**config.mk**
```make
export PLATFORM = sky130hd
export DESIGN_NAME = capture_sequencer
export DESIGN_NICKNAME = d
export VERILOG_FILES = /design/src/rtl/capture_pkg.sv /design/src/rtl/rate_divider.sv /design/src/rtl/capture_sequencer.sv
export SDC_FILE = /design/constraint.sdc
export NUM_CORES = 1
export LEC_CHECK = 0
export CORE_MARGIN = 4
export CORE_UTILIZATION = 24
export DETAILED_ROUTE_END_ITERATION = 12
export GPL_ROUTABILITY_DRIVEN = 0
export GPL_TIMING_DRIVEN = 0
export HOLD_SLACK_MARGIN = 0.08
export RECOVER_POWER = 100
export REMOVE_ABC_BUFFERS = 1
export SLEW_MARGIN = 0
export SYNTH_ARGS = -nofsm -noshare
export SYNTH_HDL_FRONTEND = slang
export SYNTH_SLANG_ARGS = --single-unit
```
**constraint.sdc**
```tcl
create_clock -name clk -period 4.1 [get_ports clk]
set_input_delay 0.41 -clock clk [delete_from_list [all_inputs] [get_ports clk]]
set_output_delay 0.41 -clock clk [all_outputs]
set_load 0.1 [all_outputs]
```
**src/rtl/capture_pkg.sv**
```systemverilog
// Shared encodings for the capture sequencer: FSM states, status-bit layout
// and the register addresses that feed its command inputs.
package capture_pkg;

  typedef enum logic [1:0] {
    IDLE = 2'd0,
    RUN  = 2'd1,
    HALT = 2'd2
  } state_t;

  localparam int unsigned STATUS_W = 8;
  localparam int unsigned RUNNING  = 0;
  localparam int unsigned OVERFLOW = 1;
  localparam int unsigned DONE     = 2;
  localparam int unsigned CFG_ERR  = 3;

  localparam logic [7:0] ADDR_STATUS_CTRL = 8'h00;
  localparam logic [7:0] ADDR_CHSEL_LO    = 8'h04;
  localparam logic [7:0] ADDR_CHSEL_HI    = 8'h08;
  localparam logic [7:0] ADDR_DIVISOR     = 8'h0C;

endpackage

```
**src/rtl/rate_divider.sv**
```systemverilog
// Reloading down-counter: flags a tick whenever it sits at zero while enabled,
// reloading from the period captured at load time.
module rate_divider #(
  parameter int unsigned DIV_W = 8
) (
  input  logic             clk,
  input  logic             rst,
  input  logic             i_load,
  input  logic [DIV_W-1:0] i_load_val,
  input  logic             i_en,
  output logic             o_tick_c
);

  logic [DIV_W-1:0] r_count;
  logic [DIV_W-1:0] r_period;

  assign o_tick_c = i_en && (r_count == '0);

  always_ff @(posedge clk) begin
    if (rst) begin
      r_count  <= '0;
      r_period <= '0;
    end else if (i_load) begin
      r_count  <= i_load_val;
      r_period <= i_load_val;
    end else if (i_en) begin
      r_count <= (r_count == '0) ? r_period : r_count - DIV_W'(1);
    end
  end

endmodule

```
**src/rtl/capture_sequencer.sv**
```systemverilog
// Capture-run sequencer: accepts start/stop commands, paces sample strobes,
// counts samples, and stops on FIFO overflow or sample limit.
module capture_sequencer
  import capture_pkg::*;
#(
  parameter int unsigned DIV_W = 8,
  parameter int unsigned CH_W  = 16,
  parameter int unsigned CNT_W = 32
) (
  input  logic                clk,
  input  logic                rst,
  input  logic                start,
  input  logic                stop,
  input  logic [DIV_W-1:0]    divisor,
  input  logic [CH_W-1:0]     channel_mask,
  input  logic [CNT_W-1:0]    sample_limit,
  input  logic                fifo_full,
  output logic                sample_en,
  output logic [CH_W-1:0]     active_mask,
  output logic [CNT_W-1:0]    sample_count,
  output logic                running,
  output logic [STATUS_W-1:0] status
);

  state_t           r_state;
  logic             r_sample_en;
  logic             r_overflow;
  logic             r_done;
  logic             r_cfg_err;
  logic [CH_W-1:0]  r_active_mask;
  logic [CNT_W-1:0] r_count;
  logic [CNT_W-1:0] r_limit;

  logic                w_run_c;
  logic                w_accept_c;
  logic                w_tick_c;
  logic [CNT_W-1:0]    w_count_inc;
  logic [STATUS_W-1:0] w_status;

  assign w_run_c     = (r_state == RUN);
  assign w_accept_c  = !w_run_c && start && !stop && (channel_mask != '0);
  assign w_count_inc = r_count + CNT_W'(1);

  rate_divider #(
    .DIV_W (DIV_W)
  ) u_rate_divider (
    .clk        (clk),
    .rst        (rst),
    .i_load     (w_accept_c),
    .i_load_val (divisor),
    .i_en       (w_run_c),
    .o_tick_c   (w_tick_c)
  );

  // Stop always dominates; a strobe is either issued or turned into an overflow.
  always_ff @(posedge clk) begin
    if (rst) begin
      r_state       <= IDLE;
      r_sample_en   <= 1'b0;
      r_overflow    <= 1'b0;
      r_done        <= 1'b0;
      r_cfg_err     <= 1'b0;
      r_active_mask <= '0;
      r_count       <= '0;
      r_limit       <= '0;
    end else begin
      r_sample_en <= 1'b0;
      case (r_state)
        IDLE, HALT: begin
          if (stop) begin
            r_state <= IDLE;
          end else if (w_accept_c) begin
            r_state       <= RUN;
            r_active_mask <= channel_mask;
            r_limit       <= sample_limit;
            r_count       <= '0;
            r_overflow    <= 1'b0;
            r_done        <= 1'b0;
            r_cfg_err     <= 1'b0;
          end else if (start) begin
            r_cfg_err <= 1'b1;
          end
        end
        RUN: begin
          if (stop) begin
            r_state <= IDLE;
          end else if (w_tick_c) begin
            if (fifo_full) begin
              r_overflow <= 1'b1;
              r_state    <= HALT;
            end else begin
              r_sample_en <= 1'b1;
              if (r_count != '1) r_count <= w_count_inc;
              if ((r_limit != '0) && (w_count_inc == r_limit)) begin
                r_done  <= 1'b1;
                r_state <= HALT;
              end
            end
          end
        end
        default: r_state <= IDLE;
      endcase
    end
  end

  always_comb begin
    w_status           = '0;
    w_status[RUNNING]  = w_run_c;
    w_status[OVERFLOW] = r_overflow;
    w_status[DONE]     = r_done;
    w_status[CFG_ERR]  = r_cfg_err;
  end

  assign sample_en    = r_sample_en;
  assign active_mask  = r_active_mask;
  assign sample_count = r_count;
  assign running      = w_run_c;
  assign status       = w_status;

endmodule

```
== Yosys cells after proc, flatten, opt, wreduce, memory -nomap -nowiden ==
Cells that the tools add are included.

* Output and inout bits: 58
* Flip-flop bits (word level): 102
* Word-level logic and storage cells: 83

* Reduce and logical (&&, ||, !) cells: 22
* Mux-type cells: 31
* Add/subtract/negate cells: 2
* Bitwise gates (word level): 3
* Eq/ne operators: 15

{| class="wikitable"
|+ Operator list
! cell !! number
|-
| two-way mux 32 bit || 6
|-
| one-hot mux 32 bit (2 select lines) || 1
|-
| adder 32 x 1 -> 32 bit, second input constant || 1
|-
| == test 32 bit || 1
|-
| != test 32 bit, second input constant || 1
|-
| nonzero test 32 bit || 1
|-
| two-way mux 8 bit || 3
|-
| nonzero test 16 bit || 1
|-
| != test 2 bit, second input constant || 7
|-
| AND reduction 7 bit || 2
|-
| two-way mux 1 bit || 12
|-
| two-way mux 2 bit || 6
|-
| AND reduction 3 bit || 3
|-
| logical NOT 8 bit || 1
|-
| subtractor 8 x 1 -> 8 bit, second input constant || 1
|-
| AND reduction 6 bit || 1
|-
| nonzero test 2 bit || 3
|-
| logical AND 1 bit || 5
|-
| != test 4 bit, second input constant || 1
|-
| one-hot mux 1 bit (2 select lines) || 2
|-
| one-hot mux 2 bit (2 select lines) || 1
|-
| OR reduction 4 bit || 1
|-
| != test 3 x 2 -> 1 bit, second input constant || 1
|-
| != test 3 bit, second input constant || 1
|-
| other kinds (7) || 10
|}

== Longest topological paths before layout ==
* Depth in word-level cells: 8
* Gate-level depth with buffers: 12
* Mapped depth without buffers: 10

== Modules after synthesis ==
From an unflattened synthesis, not the netlist that was laid out.

* Cells, all modules: 749
* Area, all modules: 5800.6 um2

{| class="wikitable"
|+ By module, submodules not included
! module !! area an instance (um2) !! instances !! cells an instance !! seq. area each (um2)
|-
| capture_sequencer || 4936.0 || 1 || 653 || 1721.7
|-
| rate_divider || 864.6 || 1 || 96 || 320.3
|}

== Worst setup path before layout ==
No wires, ideal clock.

* Path kind: register -> register
* From: register r_count[0], in the netlist sample_count[0]
* To: register r_state[0]
* Setup time: 127 ps
* Cell stages (with the launch flop): 12
* Clock period less this slack: 3665 ps
* Required time: 3973 ps
* Arrival: 3538 ps
* Buffers on the path: 1
* Slack: 435 ps
* Path through: dfxtp_1 -> ha_1 -> clkbuf_1 -> nand3_1 -> or4_1 -> nor3_1 -> xnor2_1 -> nand2_1 -> nor4_1 -> and4b_1 -> o21ai_1 -> o2bb2ai_1

* Cells in the longest elaborated chain, start to end: 5

{| class="wikitable"
|+ Ends and longest elaborated chain
! element !! line !! source
|-
| start: declaration || capture_sequencer.sv:31 || <nowiki>logic [CNT_W-1:0] r_count;</nowiki>
|-
| start signal: assignment || capture_sequencer.sv:93 || <nowiki>if (r_count != '1) r_count <= w_count_inc;</nowiki>
|-
| adder 32 x 1 -> 32 bit || capture_sequencer.sv:42 || <nowiki>assign w_count_inc = r_count + CNT_W'(1);</nowiki>
|-
| == test 32 bit || capture_sequencer.sv:94 || <nowiki>if ((r_limit != '0) && (w_count_inc == r_limit)) begin</nowiki>
|-
| logical AND 1 bit || capture_sequencer.sv:94 ||
|-
| != test 4 bit (no line) || -- ||
|-
| AND reduction 3 bit (no line) || -- ||
|-
| end signal: assignment || capture_sequencer.sv:90 || <nowiki>r_state <= HALT;</nowiki>
|-
| end signal: assignment || capture_sequencer.sv:96 || <nowiki>r_state <= HALT;</nowiki>
|-
| end signal: assignment || capture_sequencer.sv:101 || <nowiki>default: r_state <= IDLE;</nowiki>
|-
| end: declaration || capture_sequencer.sv:25 || <nowiki>state_t r_state;</nowiki>
|}

No other way between the ends.
A chain may end at the register's enable or synchronous reset.

== Final worst setup path ==
* From: register r_state[0]
* To: register r_count[23], in the netlist sample_count[23]

* Cells in the longest elaborated chain, start to end: 7
* Elaborated cells between the ends (all ways): 18
* Those cells by class: eq/ne: 8; mux: 1; reduce/logical: 9

{| class="wikitable"
|+ Ends and longest elaborated chain
! element !! line !! source
|-
| start signal: assignment || capture_sequencer.sv:58 || <nowiki>r_state <= IDLE;</nowiki>
|-
| start signal: assignment || capture_sequencer.sv:71 || <nowiki>r_state <= IDLE;</nowiki>
|-
| start signal: assignment || capture_sequencer.sv:73 || <nowiki>r_state <= RUN;</nowiki>
|-
| == test 2 x 1 -> 1 bit || capture_sequencer.sv:40, capture_sequencer.sv:68 ||
|-
| logical NOT 1 bit || capture_sequencer.sv:41 || <nowiki>assign w_accept_c = !w_run_c && start && !stop && (channel_mask != '0);</nowiki>
|-
| logical AND 1 bit (3 in series) || capture_sequencer.sv:41 ||
|-
| != test 2 x 1 -> 1 bit (no line) || -- ||
|-
| AND reduction 7 bit (no line) || -- ||
|}

Several ways; a longest one is shown, not always the timed one.

==> impl_results.md <==
- Endpoints failing setup: 0
- Worst slack, placed: -0.164 ns
- Flops & latches, synth: between 100 and 150
- Routed vias/inst: ~5
- Relative slew slack: -4.66%
- Detailed Place HPWL: between 10000 and 15000 microns
- Top FF cell, synth: dfxtp_1
- Worst EP arrival: slightly above 4 ns
- R2R Path Start: r_state[0]$_SDFFE_PP0P_
- Io pins: 119
- Final hold violation count: 0
- Endpoint type of the worst setup path: flip-flop
- Fmax: around 0.26 GHz
- Synth Area in Compound Gates: 18.0%
- Maximum vdd drop: around 0.00018 V
- Vias: roughly 5500
- Hold depth: 2
- Ant. Diodes: 0
- Async SR Flop Fraction: 0%
- Vias in the first global route: 5080
- Post-Syn Area: between 5000 and 6000 sq um
- Max-slew violation count: 19
- Initial antenna violation count: 1
- TritonCTS Buffers: 9
- WL per Instance: roughly 16 microns
- Ranking of synthesized cells by area: dfxtp_1 37%, a21oi_1 9.3%, nand2_1 8.4%
- CTS max path bufs: 2
- Bufs and invs on worst path: 2
- Failing checks: capacitance limit, slew limit
- Cells after synthesis: roughly 730
- Library cells used by synthesis: 56
- Latest clock arrival within the worst-skew pair: between 0.3 and 0.4 ns
- Synth top area share: between 30% and 40%
- Clk root buf: clkbuf_16
- Hold wc startpoint: active_mask[11]$_SDFFE_PP0P_
- Synth Area in Adders: less than 1%
- Syn_area_per_cell: roughly 7.6 sq um
- XOR/XNOR Fraction of Synth Area: 8.23%
- Sequential area share after synthesis: between 30% and 40%
- Largest area contributor in the netlist: dfxtp_1
- Layout cell share with drive strength beyond 1: under 10%
- Largest net degree at the start of global routing: 70
- Required time of the critical path: 4.38 ns
- Clk slew on worst S/H paths: roughly 0.08 ns
- Die W: ~160 microns
- Critical Path Start: r_state[0]$_SDFFE_PP0P_
- Crit path max fanout: 38
- Worst Hold Class: flip-flop to flip-flop
- Max_cap viols: 1
- Fin nets: approximately 870
- CP Cell Sequence: nand2b_1, buf_12, or4_4, a21oi_4, o31ai_4, buf_8, or2_2, or4_1, a21oi_1
- CTS Sinks: about 100
- TNS Setup: 0 ns
- Filler Cell Count: approximately 2400
- Core area: 22600 sq um
- EDFF count, synth: 0
- Cell Area, Placed: around 7000 sq um
- Gr usage total: a little over an eighth
- Worst R2R Path Depth: 9
- CTS tree: yes
- Antenna-violating nets left: 0
- Top delay family on crit path: simple AND/OR/NAND/NOR gates
- Worst Tran Pin Value: approximately 1.6 ns
- Initial DRC count: 323
- Lkg Pwr: between 0.002 and 0.003 uW
- Power per Cell Area: between 300 and 400 nW/um^2
- RSZ-0062 raised after global routing: no
- First drt pass iteration count: 5
- Die Y: between 150 and 200 microns
- Critical Path Max Stage Delay: roughly 0.55 ns
- Worst R2R End: sample_count[23]$_SDFFE_PP0P_
- Layout Skew: ~0.018 ns
- Design area: a little over 7000 sq um
- Post-synthesis mux area share: 1.99%
- Initial Util: 24.4%
- Core Rows: 55
- Final worst slack: slightly below 0.3 ns
- Total wire length: approximately 18000 microns
- First-pass GRT wire length: 27800 microns
- Synth-to-Final Area Change: 29.6%
- CP Class: flip-flop to flip-flop
- Status: complete, but fails checks
- Worst Setup Start Kind: flip-flop
- H-tree levels: 3
- Final Critical Period: approximately 3.8 ns
- Port bufs: 114
- Total gr overflow: 0
- Yosys Warn Count: 0
- Setup bufs post-CTS: 0
- CP max-delay cell: or4_4
- Fin crit share: between 90% and 100%
- Simple logic cell fraction of the synthesized area: 28.7%
- Setup crit end: sample_count[23]$_SDFFE_PP0P_
- Area of the die: 25600 sq um
- Largest family of logic cells by synthesized area: simple AND/OR/NAND/NOR gates
- Drt drc: 0
- Critical path depth: 9
- R2R Setup Slk: 0.30 ns
==> placed cells by master (no fill, tap or decap), drive strengths merged, types with 24 or more instances in the layout <==
cell type | synthesis | routed
nand2 | 124 | 124
nor2 | 52 | 52
clkdlybuf4s50 | 0 | 58
a21oi | 104 | 104
dlygate4sd3 | 0 | 55
nand3 | 28 | 28
xnor2 | 34 | 34
nor3 | 24 | 24
dfxtp | 102 | 102
o21ai | 28 | 28
==> routing by layer <==
| layer | wire length, microns | share of wire [%] | global-route usage, % | vias to the layer above |
|---|---|---|---|---|
| met1 | 7900 | 45 | 17.2 | 2574 |
| met5 | 17 | 0.096 | 0 | - |
| met2 | 8260 | 47 | 22.1 | 178 |
| li1 | - | - | - | 2710 |
| met4 | 252 | 1.4 | 3.64 | 2 |
| met3 | 1220 | 6.9 | 3.77 | 30 |
==> cell usage after synthesis (all sizes together) (3+ instances only) <==
master	count
nor4	18
buf	15
nand4	13
xor2	18
nand2	124
inv	6
and3	5
nand3b	8
dfxtp	102
o21ai	28
nor4b	3
and4	6
ha	3
a211oi	14
a31oi	6
xnor2	34
mux2i	11
a21o	7
nor3	24
or4	5
nand2b	8
o2111ai	3
nand3	28
or3	10
a21oi	104
clkbuf	48
nor2	52
or2	5
==> stage by stage <==
step                      util [%]  total power, uW  hold slack (ns)  instances
after CTS                     31.7             2320            0.454       1093
after global routing          31.7             2380            0.469       1093
after global placement        29.9             1470            0.441       1070
final                         31.7             2280            0.450       1093
after detailed placement      30.5             1480            0.448       1077
after floorplan                  -             1320            0.430        671
==> area by class of cell <==
cell class / instances / area [sq um] / share of cell area, %
clock buffer: 9 / 225 / 3.14
multi-input combinational: 562 / 3220 / 44.9
clock inverter: 7 / 47.5 / 0.663
inverter: 7 / 26.3 / 0.366
tap: 285 / 357 / 4.97
timing repair buffer: 121 / 1260 / 17.5
sequential: 102 / 2040 / 28.5
==> report_power, final <==
part	switching, uW	internal, uW	total [uW]
Sequential	35.6	1020	1060
Combinational	240	156	395
Clock	415	414	829
Total	690	1590	2280
==> registers in the layout, indices dropped and copies added, names as in the netlist <==
name / cells
r_limit: 32
sample_count: 32
active_mask: 16
u_rate_divider.r_count: 8
u_rate_divider.r_period: 8
r_state: 2
r_cfg_err: 1
r_done: 1
r_overflow: 1
sample_en: 1
==> worst register-to-register path, cell delays in order, from the launching register on <==
cell and delay (ns):
dfxtp_1 0.42, nand2b_1 0.50, buf_12 0.40, or4_4 0.56
a21oi_4 0.27, o31ai_4 0.22, buf_8 0.22, or2_2 0.47
or4_1 0.53, a21oi_1 0.14
==> cell families after synthesis <==
kind of cell | Yosys count
AO/OA/AOI/OAI | 174
XOR/XNOR | 52
adder cells (fa/ha/maj) | 3
buffers and inverters | 70
flip-flops | 102
multiplexers | 11
other | 1
AND/OR/NAND/NOR | 318
==> worst min path at each step <==
stage / endpoint
detailed placement: active_mask[11]$_SDFFE_PP0P_
CTS: u_rate_divider.r_period[3]$_SDFFE_PP0P_
finish: active_mask[11]$_SDFFE_PP0P_
global route: active_mask[11]$_SDFFE_PP0P_
floorplan: u_rate_divider.r_period[1]$_SDFFE_PP0P_
global placement: active_mask[13]$_SDFFE_PP0P_
==> timing repair <==
action,4_1_cts,5_1_grt
setup endpoints to repair,0,19
resized for setup,0,1
hold buffers,0,0
(Power assumes the default switching activity.)
